--- config.mk ---
export PLATFORM = sky130hd
export DESIGN_NAME = rv32im_dmem_initiator
export DESIGN_NICKNAME = d
export VERILOG_FILES = /design/src/rtl/rv32im_dmem_initiator.sv
export SDC_FILE = /design/constraint.sdc
export NUM_CORES = 1
export LEC_CHECK = 0
export CORE_UTILIZATION = 39
export DETAILED_ROUTE_END_ITERATION = 8
export PLACE_DENSITY_LB_ADDON = 0.3
export SYNTH_ARGS = -nofsm -noshare
export SYNTH_HDL_FRONTEND = slang
export SYNTH_SLANG_ARGS = --single-unit
--- constraint.sdc ---
create_clock -name clk_i -period 1.9 [get_ports clk_i]
set_input_delay 0.19 -clock clk_i [delete_from_list [all_inputs] [get_ports clk_i]]
set_output_delay 0.19 -clock clk_i [all_outputs]
set_load 0.02 [all_outputs]
--- src/rtl/rv32im_dmem_initiator.sv ---
// rtl/rv32im_dmem_initiator.sv - RV32IM load/store initiator for the dmem request/response bus

module rv32im_dmem_initiator #(
    parameter int TIMEOUT_CYCLES = 16,
    parameter int ADDR_W         = 32
) (
    input  logic              clk_i,
    input  logic              rst_i,
    input  logic              op_valid_i,
    output logic              op_ready_o,
    input  logic              op_store_i,
    input  logic [2:0]        op_funct3_i,
    input  logic [ADDR_W-1:0] op_addr_i,
    input  logic [ADDR_W-1:0] op_wdata_i,
    output logic              res_valid_o,
    output logic [ADDR_W-1:0] res_data_o,
    output logic              res_misaligned_o,
    output logic              res_timeout_o,
    output logic [ADDR_W-1:0] dmem_req_addr_o,
    output logic [ADDR_W-1:0] dmem_req_data_o,
    output logic              dmem_req_valid_o,
    output logic [3:0]        dmem_req_write_en_o,
    input  logic              dmem_accept_i,
    input  logic              dmem_resp_valid_i,
    input  logic [ADDR_W-1:0] dmem_resp_data_i
);

    typedef enum logic [1:0] {
        S_IDLE = 2'd0,
        S_REQ  = 2'd1,
        S_WAIT = 2'd2,
        S_DONE = 2'd3
    } state_t;

    localparam logic [2:0] F3_B  = 3'b000;
    localparam logic [2:0] F3_H  = 3'b001;
    localparam logic [2:0] F3_W  = 3'b010;
    localparam logic [2:0] F3_BU = 3'b100;
    localparam logic [2:0] F3_HU = 3'b101;

    // Terminal count of the REQ+WAIT budget; the counter saturates so it never wraps back below it.
    localparam logic [7:0] CNT_LAST = 8'(TIMEOUT_CYCLES - 1);

    state_t            state_q, state_d;

    // Latched op fields needed after the IDLE handshake.
    logic              store_q, store_d;
    logic [2:0]        funct3_q, funct3_d;
    logic [1:0]        lane_q, lane_d;
    logic [7:0]        cnt_q, cnt_d;
    logic [7:0]        cnt_inc;

    // Registered outputs.
    logic              op_ready_q, op_ready_d;
    logic              res_valid_q, res_valid_d;
    logic [ADDR_W-1:0] res_data_q, res_data_d;
    logic              res_mis_q, res_mis_d;
    logic              res_to_q, res_to_d;
    logic              req_valid_q, req_valid_d;
    logic [ADDR_W-1:0] req_addr_q, req_addr_d;
    logic [ADDR_W-1:0] req_data_q, req_data_d;
    logic [3:0]        req_we_q, req_we_d;

    // Decode of the incoming op.
    logic              op_legal;
    logic              op_unaligned;
    logic              op_bad;
    logic [3:0]        st_we;
    logic [ADDR_W-1:0] st_data;

    // Response lane extraction.
    logic [7:0]        resp_byte;
    logic [15:0]       resp_half;
    logic [ADDR_W-1:0] load_ext;

    assign cnt_inc = (cnt_q == 8'hFF) ? cnt_q : cnt_q + 8'd1;

    // Classify the presented op: illegal funct3 for the direction, or address not aligned to the size.
    always_comb begin
        op_legal     = 1'b0;
        op_unaligned = 1'b0;
        case (op_funct3_i)
            F3_B, F3_H, F3_W: op_legal = 1'b1;
            F3_BU, F3_HU:     op_legal = !op_store_i;
            default:          op_legal = 1'b0;
        endcase
        case (op_funct3_i[1:0])
            2'b01:   op_unaligned = op_addr_i[0];
            2'b10:   op_unaligned = |op_addr_i[1:0];
            default: op_unaligned = 1'b0;
        endcase
        op_bad = !op_legal || op_unaligned;
    end

    // Byte-lane enables and lane-replicated store data; replication lets the responder pick any lane.
    always_comb begin
        st_we   = 4'b1111;
        st_data = op_wdata_i;
        case (op_funct3_i[1:0])
            2'b00: begin
                st_we   = 4'b0001 << op_addr_i[1:0];
                st_data = {(ADDR_W/8){op_wdata_i[7:0]}};
            end
            2'b01: begin
                st_we   = 4'b0011 << op_addr_i[1:0];
                st_data = {(ADDR_W/16){op_wdata_i[15:0]}};
            end
            default: begin
                st_we   = 4'b1111;
                st_data = op_wdata_i;
            end
        endcase
    end

    // Pick the addressed byte/halfword from the response word and extend it.
    always_comb begin
        resp_byte = dmem_resp_data_i[{lane_q, 3'b000} +: 8];
        resp_half = dmem_resp_data_i[{lane_q[1], 4'b0000} +: 16];
        load_ext  = dmem_resp_data_i;
        case (funct3_q)
            F3_B:    load_ext = {{(ADDR_W-8){resp_byte[7]}}, resp_byte};
            F3_BU:   load_ext = {{(ADDR_W-8){1'b0}}, resp_byte};
            F3_H:    load_ext = {{(ADDR_W-16){resp_half[15]}}, resp_half};
            F3_HU:   load_ext = {{(ADDR_W-16){1'b0}}, resp_half};
            default: load_ext = dmem_resp_data_i;
        endcase
    end

    // Next-state and next-output logic; every output is recomputed each cycle and registered.
    always_comb begin
        state_d     = state_q;
        store_d     = store_q;
        funct3_d    = funct3_q;
        lane_d      = lane_q;
        cnt_d       = cnt_q;
        res_valid_d = 1'b0;
        res_data_d  = '0;
        res_mis_d   = 1'b0;
        res_to_d    = 1'b0;
        req_valid_d = 1'b0;
        req_addr_d  = '0;
        req_data_d  = '0;
        req_we_d    = 4'b0000;

        unique case (state_q)
            S_IDLE: begin
                if (op_valid_i && op_ready_q) begin
                    store_d  = op_store_i;
                    funct3_d = op_funct3_i;
                    lane_d   = op_addr_i[1:0];
                    if (op_bad) begin
                        // Rejected ops never touch the bus.
                        state_d     = S_DONE;
                        res_valid_d = 1'b1;
                        res_mis_d   = 1'b1;
                    end else begin
                        state_d     = S_REQ;
                        cnt_d       = 8'd0;
                        req_valid_d = 1'b1;
                        req_addr_d  = {op_addr_i[ADDR_W-1:2], 2'b00};
                        req_we_d    = op_store_i ? st_we : 4'b0000;
                        req_data_d  = op_store_i ? st_data : '0;
                    end
                end
            end

            S_REQ: begin
                if (dmem_accept_i) begin
                    // Accept beats a timeout landing on the same cycle.
                    cnt_d = cnt_inc;
                    if (store_q) begin
                        state_d     = S_DONE;
                        res_valid_d = 1'b1;
                    end else begin
                        state_d = S_WAIT;
                    end
                end else if (cnt_q == CNT_LAST) begin
                    state_d     = S_DONE;
                    res_valid_d = 1'b1;
                    res_to_d    = 1'b1;
                end else begin
                    cnt_d       = cnt_inc;
                    req_valid_d = 1'b1;
                    req_addr_d  = req_addr_q;
                    req_data_d  = req_data_q;
                    req_we_d    = req_we_q;
                end
            end

            S_WAIT: begin
                if (dmem_resp_valid_i) begin
                    state_d     = S_DONE;
                    res_valid_d = 1'b1;
                    res_data_d  = load_ext;
                end else if (cnt_q >= CNT_LAST) begin
                    // An accept on the terminal count leaves the load one cycle to see its data.
                    state_d     = S_DONE;
                    res_valid_d = 1'b1;
                    res_to_d    = 1'b1;
                end else begin
                    cnt_d = cnt_inc;
                end
            end

            S_DONE: begin
                state_d = S_IDLE;
            end

            default: begin
                state_d = S_IDLE;
            end
        endcase

        op_ready_d = (state_d == S_IDLE);
    end

    // State and output registers; reset drops any in-flight op without a completion pulse.
    always_ff @(posedge clk_i) begin
        if (rst_i) begin
            state_q     <= S_IDLE;
            store_q     <= 1'b0;
            funct3_q    <= 3'b000;
            lane_q      <= 2'b00;
            cnt_q       <= 8'd0;
            op_ready_q  <= 1'b0;
            res_valid_q <= 1'b0;
            res_data_q  <= '0;
            res_mis_q   <= 1'b0;
            res_to_q    <= 1'b0;
            req_valid_q <= 1'b0;
            req_addr_q  <= '0;
            req_data_q  <= '0;
            req_we_q    <= 4'b0000;
        end else begin
            state_q     <= state_d;
            store_q     <= store_d;
            funct3_q    <= funct3_d;
            lane_q      <= lane_d;
            cnt_q       <= cnt_d;
            op_ready_q  <= op_ready_d;
            res_valid_q <= res_valid_d;
            res_data_q  <= res_data_d;
            res_mis_q   <= res_mis_d;
            res_to_q    <= res_to_d;
            req_valid_q <= req_valid_d;
            req_addr_q  <= req_addr_d;
            req_data_q  <= req_data_d;
            req_we_q    <= req_we_d;
        end
    end

    assign op_ready_o          = op_ready_q;
    assign res_valid_o         = res_valid_q;
    assign res_data_o          = res_data_q;
    assign res_misaligned_o    = res_mis_q;
    assign res_timeout_o       = res_to_q;
    assign dmem_req_valid_o    = req_valid_q;
    assign dmem_req_addr_o     = req_addr_q;
    assign dmem_req_data_o     = req_data_q;
    assign dmem_req_write_en_o = req_we_q;

endmodule

==> run metrics <==
Tot GR Track Use 25.3%; dominant synthesized flop cell dfxtp_1; CTS tree done; antenna viol nets, final 0; fin crit share 104%; number of global-route vias before repair approximately 5.4k; Post-route DRC 0; Peak supply drop around 0.71 mV; final setup fails 47; I/O Pins between 200 and 250; drt total wl around 18000 um; worst-case clock buffer depth 2; Rows 41; Mean Syn Cell Area roughly 8.3 sq um; Tot Pwr 0.00825 W; Worst Skew 0.0123 ns; Final Worst Setup Slack -0.0835 ns; Sink Count 119; Max Slew Vio Count 0; worst reg2reg setup slack -0.08 ns; pre-CTS WS -0.491 ns; gr ovfl total 0; critical path class reg2reg; fraction of registers with async set/reset 0%; Highest Clock Rate 0.504 GHz; FF+latch count, synth between 100 and 150; first-pass GRT wire length 26300 um; Pre-Repair DR Iteration Count 6; RSZ-0062 raised after global routing true; placed insts between 900 and 1k; crit path DAT 2.32 ns; HPWL Detailed around 11000 um; largest area contributor in the netlist dfxtp_1; largest cells by area after synthesis dfxtp_1 (46%), nand2_1 (7.0%), a32oi_1 (6.3%), nor2_1 (5.9%), a22oi_1 (5.6%); Final Non-Filler Cells 1025; library cells used by synthesis 52; Worst Hold Endpoint funct3_q[0]; Pwr per Cell Area 971 mW/mm^2; Critical Path Source Type flop; Worst Setup End Kind flop; number of flops mapped to enable cells by yosys 0; die area 0.0136 sq mm; Reg2Reg Depth 7; Max Cap Viol 0; Mapped Cells 616; crit-path max FO 5; most frequent cells in the layout clkdlybuf4s50_1 (205), dfxtp_1 (117), nand2_1 (95), nor2_1 (81); R2R Path Start cnt_q[7]; Leak Pwr around 3.2 nW; Vias roughly 5.7k; slowest CP cell or4_4; commonest non-fill, non-tap cell in the layout clkdlybuf4s50_1; CTS buffer count 17; clock transition at the registers of the reported paths 0.05 ns; Hold Vio Cnt, Final 0; share of cells above drive strength 1 12.2%; hold_sp op_funct3_i[0]; delay-heaviest family, CP simple AND/OR/NAND/NOR gates; routed vias/inst between 5 and 6; Yosys warning total 0; CP required 2.23 ns; sequential element share of the synthesized area 46.5%; Netlist Area Pre-Place about 0.0051 sq mm; Area growth syn-to-layout 65.6%; later-pin clock latency in the skew report 0.41 ns; min Tclk post-route 1.98 ns; drt initial violations a little under 500; largest net degree at the start of global routing 85; H-tree levels 4; status complete, but fails checks; violated checks setup timing; root buffer cell clkbuf_16; top cell type's share of synthesized area 46.5%; nets 953; placeable core region 0.0127 sq mm; Min-Delay Path Class in2reg; WP buf/inv 2; slowest stage delay, CP between 0.5 and 0.6 ns; routability cong. 0.933; Port Buffers between 200 and 250; Die X 117 um; Avg WL per Cell around 18 um; initial antenna violation count 1; reg-to-reg endpoint dmem_req_data_o[17]; critical path cell sequence or4_4 > o21a_4 > nor4_4 > buf_6 > buf_12 > a32oi_1 > nor2_1; hold depth 3; initial core utilization 40.3%; die height roughly 120 um; Final Hold Slack 0.110 ns
-- Yosys cell counts (2+ instances only) --
master,n
a32oi_1,37
or2_2,3
buf_2,3
nor3b_1,3
and3_1,4
a22oi_1,38
nor2_1,81
a311oi_1,2
o21ai_0,29
buf_1,3
a21o_1,3
nor3_1,8
a21oi_1,37
nor2b_1,2
dfxtp_1,119
a32o_1,5
clkbuf_1,40
a31oi_1,2
nand2b_1,5
and2_1,3
nand3_1,12
buf_4,6
nor4_1,3
or3_1,4
inv_1,18
nand2_1,95
a22o_1,8
a221oi_1,8
ha_1,8
o211ai_1,3
mux2i_1,2
nand4_1,2
-- worst register-to-register path: stages (launching register included) --
cell     delay (ns)
dfxtp_1        0.31
or4_4          0.56
o21a_4         0.23
nor4_4         0.19
buf_6          0.23
buf_12         0.13
a32oi_1        0.11
nor2_1         0.15
-- worst max path at each step --
stage | slack (ns) | cells after the start | end | from
4_1_cts | -0.09 | 7 | dmem_req_data_o[7] | cnt_q[4]
6_report | -0.08 | 7 | dmem_req_data_o[17] | cnt_q[7]
3_5_place_dp | -0.49 | 9 | dmem_req_data_o[2] | op_funct3_i[0]
2_1_floorplan | 0.01 | 8 | cnt_q[2] | state_q[1]
5_1_grt | -0.17 | 7 | dmem_req_data_o[10] | cnt_q[7]
3_3_place_gp | -0.36 | 9 | dmem_req_data_o[27] | op_funct3_i[0]
-- state kept, by name, summed over array words and instances, names as in the netlist, 2 cells and up --
name	flops
dmem_req_data_o	32
funct3_q	3
cnt_q	8
dmem_req_write_en_o	4
state_q	2
res_data_o	32
dmem_req_addr_o	30
lane_q	2
-- power by group --
| part | switching [W] | internal (W) |
|---|---|---|
| Sequential | 0.0000756 | 0.00263 |
| Combinational | 0.00117 | 0.000990 |
| Clock | 0.00110 | 0.00228 |
| Total | 0.00235 | 0.00590 |
-- routing by layer --
layer	track usage [%]	vias up	share of wire, %	wire (um)
met5	0	-	0	0
met4	8.35	0	1.7	309
met3	9.91	32	10	1880
met2	43.0	307	48	8750
met1	29.0	2677	40	7210
li1	-	2665	-	-
-- layout make-up --
type | count | area [sq um]
multi-input cells | 426 | 2510
inverters | 19 | 71.3
clock inverters | 9 | 148
well taps | 172 | 215
diodes | 1 | 2.50
clock buffers | 22 | 474
flip-flops and latches | 119 | 2380
fillers | 1035 | 4230
repair buffers | 257 | 2680
-- through the flow --
stage               area [sq um]  utilization (%)  TNS [ns]
floorplan                   5150                -         0
global placement            7510             59.0    -25.09
detailed placement          7510             59.0    -33.35
CTS                         8300             65.2     -3.37
global route                8490             66.7     -6.99
finish                      8490             66.8     -1.91
-- kinds of logic after synthesis --
group           synth area share (%)
buf+inv                         5.93
flops                           46.5
simple gates                    19.5
other cells                   0.0731
fa+ha+maj                       1.95
compound gates                  25.4
mux                            0.610
-- what timing repair did --
item | in CTS | in global routing
hold buffers | 0 | 0
gates resized for setup | 14 | 10
gates cloned | 4 | 6
setup endpoints to repair | 73 | 76
buffers inserted | 3 | 0
pin swaps | 8 | 25
(Power assumes the default switching activity.)
